`config.mk`:
```
export PLATFORM = sky130hd
export DESIGN_NAME = if_fetch_ctrl
export DESIGN_NICKNAME = d
export VERILOG_FILES = /design/src/rtl/if_fetch_ctrl.sv
export SDC_FILE = /design/constraint.sdc
export NUM_CORES = 1
export LEC_CHECK = 0
export BUFFER_PORTS_ARGS = -buffer_cell sky130_fd_sc_hd__buf_2
export CORE_MARGIN = 2
export CORE_UTILIZATION = 60
export DETAILED_ROUTE_END_ITERATION = 8
export PLACE_DENSITY = 0.86
export SYNTH_ARGS = -nofsm -noshare
export SYNTH_HDL_FRONTEND = slang
export SYNTH_SLANG_ARGS = --single-unit
```
`constraint.sdc`:
```
create_clock -name clk -period 12.2 [get_ports clk]
set_input_delay 1.83 -clock clk [delete_from_list [all_inputs] [get_ports clk]]
set_output_delay 1.83 -clock clk [all_outputs]
set_load 0.005 [all_outputs]
```
`src/rtl/if_fetch_ctrl.sv`:
```
// Instruction fetch sequencer feeding the IF/ID pipeline register.
// Owns the PC and issues req/ack fetches to a variable-latency memory. It inserts NOP bubbles
// while memory is slow and parks a word in a one-entry skid while the hazard unit stalls.
// Taken branches redirect the PC and flush IF/ID.
// Optional feature macro: FETCH_TIMEOUT_EN (request timeout -> sticky fetch_err, ERR state).
module if_fetch_ctrl #(
  parameter logic [31:0] RESET_PC = 32'h0,
  parameter int unsigned MAX_WAIT = 15
) (
  input  logic        clk,
  input  logic        rst,
  output logic        mem_req,
  output logic [31:0] mem_addr,
  input  logic        mem_ack,
  input  logic [31:0] mem_rdata,
  input  logic        stall_in,
  input  logic        br_taken,
  input  logic [31:0] br_target,
  output logic [31:0] if_pc,
  output logic [31:0] if_instr,
  output logic        if_flush,
  output logic        fetch_err
);

  typedef enum logic [1:0] {
    StReq,
    StHold,
    StDiscard
`ifdef FETCH_TIMEOUT_EN
    , StErr
`endif
  } state_t;

  state_t      r_state,      w_state_nxt;
  logic [31:0] r_pc,         w_pc_nxt;
  logic [31:0] r_disc_addr,  w_disc_addr_nxt;
  logic        r_skid_vld,   w_skid_vld_nxt;
  logic [31:0] r_skid_pc,    w_skid_pc_nxt;
  logic [31:0] r_skid_instr, w_skid_instr_nxt;
  logic [31:0] r_if_pc,      w_if_pc_nxt;
  logic [31:0] r_if_instr,   w_if_instr_nxt;
  logic [31:0] w_pc_inc;

  assign w_pc_inc = r_pc + 32'd4;

`ifdef FETCH_TIMEOUT_EN
  logic [7:0] r_wait_cnt,  w_wait_cnt_nxt;
  logic       r_fetch_err, w_fetch_err_nxt;
`else
  // MAX_WAIT only has meaning when the timeout logic is built.
  logic w_unused_cfg;
  assign w_unused_cfg = ^MAX_WAIT;
`endif

  // Next-state, PC, skid and IF/ID output selection.
  always_comb begin
    w_state_nxt      = r_state;
    w_pc_nxt         = r_pc;
    w_disc_addr_nxt  = r_disc_addr;
    w_skid_vld_nxt   = r_skid_vld;
    w_skid_pc_nxt    = r_skid_pc;
    w_skid_instr_nxt = r_skid_instr;
    w_if_pc_nxt      = r_if_pc;
    w_if_instr_nxt   = r_if_instr;

    unique case (r_state)
      StReq: begin
        if (br_taken) begin
          // The in-flight request must finish at its old address; drop its word later.
          w_pc_nxt        = br_target;
          w_disc_addr_nxt = r_pc;
          w_state_nxt     = mem_ack ? StReq : StDiscard;
        end else if (mem_ack) begin
          w_pc_nxt = w_pc_inc;
          if (stall_in) begin
            w_skid_vld_nxt   = 1'b1;
            w_skid_pc_nxt    = w_pc_inc;
            w_skid_instr_nxt = mem_rdata;
            w_state_nxt      = StHold;
          end
        end
      end
      StHold: begin
        if (br_taken) begin
          w_skid_vld_nxt = 1'b0;
          w_pc_nxt       = br_target;
          w_state_nxt    = StReq;
        end else if (!stall_in) begin
          w_skid_vld_nxt = 1'b0;
          w_state_nxt    = StReq;
        end
      end
      StDiscard: begin
        if (br_taken) w_pc_nxt = br_target;
        if (mem_ack) w_state_nxt = StReq;
      end
`ifdef FETCH_TIMEOUT_EN
      StErr: ;
`endif
      default: w_state_nxt = StReq;
    endcase

    // IF/ID payload: flush beats stall, stall beats skid drain, then fresh word, else bubble.
    if (br_taken) begin
      w_if_pc_nxt    = 32'h0;
      w_if_instr_nxt = 32'h0;
    end else if (stall_in) begin
      w_if_pc_nxt    = r_if_pc;
      w_if_instr_nxt = r_if_instr;
    end else if (r_skid_vld) begin
      w_if_pc_nxt    = r_skid_pc;
      w_if_instr_nxt = r_skid_instr;
    end else if (r_state == StReq && mem_ack) begin
      w_if_pc_nxt    = w_pc_inc;
      w_if_instr_nxt = mem_rdata;
    end else begin
      w_if_pc_nxt    = 32'h0;
      w_if_instr_nxt = 32'h0;
    end

`ifdef FETCH_TIMEOUT_EN
    w_wait_cnt_nxt  = r_wait_cnt;
    w_fetch_err_nxt = r_fetch_err;
    if (r_state == StReq || r_state == StDiscard) begin
      // Any ack or state change (including branch into DISCARD) restarts the wait.
      if (mem_ack || w_state_nxt != r_state) begin
        w_wait_cnt_nxt = 8'd0;
      end else if (r_wait_cnt == 8'(MAX_WAIT)) begin
        w_state_nxt     = StErr;
        w_fetch_err_nxt = 1'b1;
      end else begin
        w_wait_cnt_nxt = r_wait_cnt + 8'd1;
      end
    end else begin
      w_wait_cnt_nxt = 8'd0;
    end
    if (r_state == StErr) begin
      w_if_pc_nxt    = 32'h0;
      w_if_instr_nxt = 32'h0;
    end
`endif
  end

  // State, PC, skid and IF/ID payload registers.
  always_ff @(posedge clk or posedge rst) begin
    if (rst) begin
      r_state      <= StReq;
      r_pc         <= RESET_PC;
      r_disc_addr  <= 32'h0;
      r_skid_vld   <= 1'b0;
      r_skid_pc    <= 32'h0;
      r_skid_instr <= 32'h0;
      r_if_pc      <= 32'h0;
      r_if_instr   <= 32'h0;
    end else begin
      r_state      <= w_state_nxt;
      r_pc         <= w_pc_nxt;
      r_disc_addr  <= w_disc_addr_nxt;
      r_skid_vld   <= w_skid_vld_nxt;
      r_skid_pc    <= w_skid_pc_nxt;
      r_skid_instr <= w_skid_instr_nxt;
      r_if_pc      <= w_if_pc_nxt;
      r_if_instr   <= w_if_instr_nxt;
    end
  end

`ifdef FETCH_TIMEOUT_EN
  // Wait counter and sticky error flag.
  always_ff @(posedge clk or posedge rst) begin
    if (rst) begin
      r_wait_cnt  <= 8'd0;
      r_fetch_err <= 1'b0;
    end else begin
      r_wait_cnt  <= w_wait_cnt_nxt;
      r_fetch_err <= w_fetch_err_nxt;
    end
  end
  assign fetch_err = r_fetch_err;
`else
  assign fetch_err = 1'b0;
`endif

  // Request is gated by rst so it drops immediately on an asynchronous reset.
  assign mem_req  = !rst && (r_state == StReq || r_state == StDiscard);
  assign mem_addr = (r_state == StDiscard) ? r_disc_addr : r_pc;
  assign if_pc    = r_if_pc;
  assign if_instr = r_if_instr;
  assign if_flush = br_taken;

endmodule

```
==> summary.md <==
| Metric | Value |
|---|---|
| Number of synthesized flops with an enable pin | `0` |
| Largest buffer count on any clock path | `2` |
| Layout Nets | `1036` |
| Synthesized cell area | `9190 um2` |
| Hold Fails Final Rpt | `0` |
| Die H | `128 um` |
| Slew headroom | `22.0%` |
| Mux contribution to synthesized area | `11.5%` |
| DP Wirelength | `14000 um` |
| Worst EP required | `12.51 ns` |
| Max rail drop VDD | `0.000154 V` |
| Tcrit/Tclk final | `39.7%` |
| Adder-cell area share of the yosys netlist | `0.544%` |
| Register area share after synthesis | `53.1%` |
| Main flop type after synthesis | `dfrtp_1` |
| Clock Pin Slew Worst Setup and Hold Paths | `0.07 ns` |
| Largest family of logic cells by synthesized area | `compound AO/OA/AOI/OAI gates` |
| Worst-skew pair later-pin latency | `0.44 ns` |
| Core Area | `15100 um2` |
| Starting Density | `60.9%` |
| Synthesized Nets | `922` |
| Synth area leaders | `dfrtp_1 (53%), mux2_2 (12%), a221oi_1 (3.7%)` |
| Ys Warns | `0` |
| TritonCTS buffer count | `17` |
| PwrDens | `224 nW/um2` |
| Vias per std cell | `6.19` |
| Unrepaired setup endpoints after global routing | `false` |
| Area grow syn2layout | `16.0%` |
| Final setup viols | `0` |
| Layout cells sized above 1 | `32.6%` |
| Slew @ Worst Pin | `1.17 ns` |
| Crit path DAT | `5.16 ns` |
| Final critical-path required period | `4.85 ns` |
| DR DRC count | `0` |
| CTS tree | `done` |
| Gr usage total | `27.1%` |
| DR pass1 iterations | `5` |
| Setup CP Type | `input pin to flop` |
| Setup TNS | `0 ns` |
| Drt first-iter violations | `609` |
| Ports | `168` |
| Vias | `7200` |
| Startpoint Class | `input pin` |
| Commonest non-fill, non-tap cells in the layout | `dfrtp_1 (195), buf_2 (166), mux2_2 (94)` |
| Crit path max fanout | `93` |
| Ant. Diodes | `0` |
| Largest area contributor in the netlist | `dfrtp_1` |
| Root buffer cell | `clkbuf_16` |
| Core Rows | `45` |
| CTS H-tree depth | `4` |
| Register Area | `4880 um2` |
| Number of cells produced by synthesis | `849` |
| Fill count | `1069` |
| WL/cell | `18.4 um` |
| Leak pwr | `4.78 nW` |
| Post-Synth Simple-Gate Area | `12.6%` |
| CP endpoint kind | `flop` |
| Yosys reg bits | `195` |
| Multi-input combinational cell area | `3970 um2` |
| Hold slack final | `0.485 ns` |
| Status | `finished, final reports clean` |
| Largest net degree at the start of global routing | `125` |
| Total clock sinks | `195` |
| DP Area | `10000 um2` |
| Hold_buf cts | `0` |
| Share of the synthesized area in the top cell type | `53.1%` |
| Most common cell after layout, fill and taps aside | `dfrtp_1` |
| Max cap viols | `0` |
| Final Instance Area | `10700 um2` |
| First-pass GRT wire length | `34900 um` |
| Min-Delay Path Class | `flop to flop` |
| Grt total ovfl | `0` |
| XOR/XNOR Fraction of Synth Area | `2.67%` |
| Post-route ant nets | `0` |
| Initial antenna violation count | `1` |
| Total wire length | `21400 um` |
| FFs w/ async S/R, synth | `100%` |
| Compound-cell area share of the yosys netlist | `15.5%` |
| Synth cell types | `48` |
| DIE WIDTH | `128 um` |
| GP Congestion | `0.843` |
| Syn avg cell area | `10.8 um2` |
| # resized after CTS | `0` |
| I/O Buffers | `166` |
| Setup bufs post-CTS | `0` |
| FMAX | `206 MHz` |
| Vias in the first global route | `6839` |
| Clk_skew | `0.0111 ns` |
| Die area | `16300 um2` |
| Slew Viols, Final | `0` |
## cell usage after synthesis, types with 2 or more instances
library cell / instances
a32oi_1: 3
and3_1: 5
ha_1: 4
a2bb2oi_1: 13
o21a_1: 2
buf_4: 2
nand2_1: 70
buf_2: 15
a221oi_1: 39
nand4_1: 5
or2_2: 2
inv_1: 11
buf_1: 5
nor2b_1: 39
a21oi_1: 21
o21ai_0: 67
o22ai_1: 13
nand2b_1: 2
a22oi_1: 32
a31oi_1: 4
o311ai_1: 3
nor4_4: 2
xnor2_1: 7
nor3_1: 43
nand3_1: 21
xor2_1: 21
mux2_2: 94
nor2_1: 20
nand3_2: 2
clkbuf_1: 57
dfrtp_1: 195
o21ai_1: 11
and4_1: 4
## area by class of cell
type	instances	area share (%)
Multi-Input combinational cell	563	37.3
Timing Repair Buffer	175	8.42
Inverter	11	0.458
Clock buffer	17	3.99
Tap cell	188	2.21
Sequential cell	195	45.8
Clock inverter	14	1.90
## path summary, 6_finish.rpt
kind                                          start                     endpoint  slack (ns)  cells past startpoint
min                        r_skid_pc[6]$_DFFE_PP0P_     r_skid_pc[6]$_DFFE_PP0P_        0.49                      2
max                                        stall_in  r_skid_instr[9]$_DFFE_PP0P_        7.35                      5
max reg2reg                     r_pc[2]$_DFFE_PP0P_    r_skid_pc[28]$_DFFE_PP0P_        9.64                      6
min in group asynchronous                       rst     if_instr[29]$_DFFE_PP0P_        1.55                      2
max in group asynchronous                       rst    r_skid_pc[26]$_DFFE_PP0P_        9.19                      3
min reg2reg                r_skid_pc[6]$_DFFE_PP0P_     r_skid_pc[6]$_DFFE_PP0P_        0.49                      2
## metal layers
| metal | vias to the layer above | track usage (%) | share of wire, % |
|---|---|---|---|
| li1 | 3308 | - | - |
| met1 | 3539 | 38.2 | 43 |
| met2 | 307 | 42.3 | 48 |
| met3 | 44 | 5.18 | 6.8 |
| met4 | 2 | 9.89 | 2.4 |
| met5 | - | 0 | 0.061 |
## power breakdown
| part | leakage (nW) | internal, mW | switching, mW |
|---|---|---|---|
| Clock | 0.304 | 0.346 | 0.251 |
| Sequential | 2.39 | 0.874 | 0.208 |
| Combinational | 2.09 | 0.354 | 0.352 |
| Total | 4.78 | 1.57 | 0.811 |
## cell families (layout without fill, tap and decap cells)
family                   Yosys count  count (layout)
multiplexers                      94              94
AND/OR/NAND/NOR                  221             221
buffers and inverters             91             217
other                              1               1
AO/OA/AOI/OAI                    215             215
XOR/XNOR                          28              28
adder cells (fa/ha/maj)            4               4
flip-flops                       195             195
## through the flow
stage,util [%],worst slack (ns),total power [mW],cells
global placement,66.5,7.00,1.74,1132
global route,70.7,7.08,2.53,1163
finish,70.7,7.35,2.39,1163
floorplan,-,5.06,1.54,849
detailed placement,66.5,6.90,1.79,1132
CTS,70.7,7.40,2.39,1163
## state kept, by name, summed over array words and instances (netlist names)
register      count
if_instr         32
if_pc            32
r_disc_addr      32
r_pc             32
r_skid_instr     32
r_skid_pc        32
r_state           2
r_skid_vld        1
## worst max-delay path: stages
cell	delay, ns
buf_2	0.07
buf_4	0.55
nor2b_2	1.05
nand3_4	0.96
mux2_2	0.62
No activity file was read; power rests on OpenSTA's default activity.
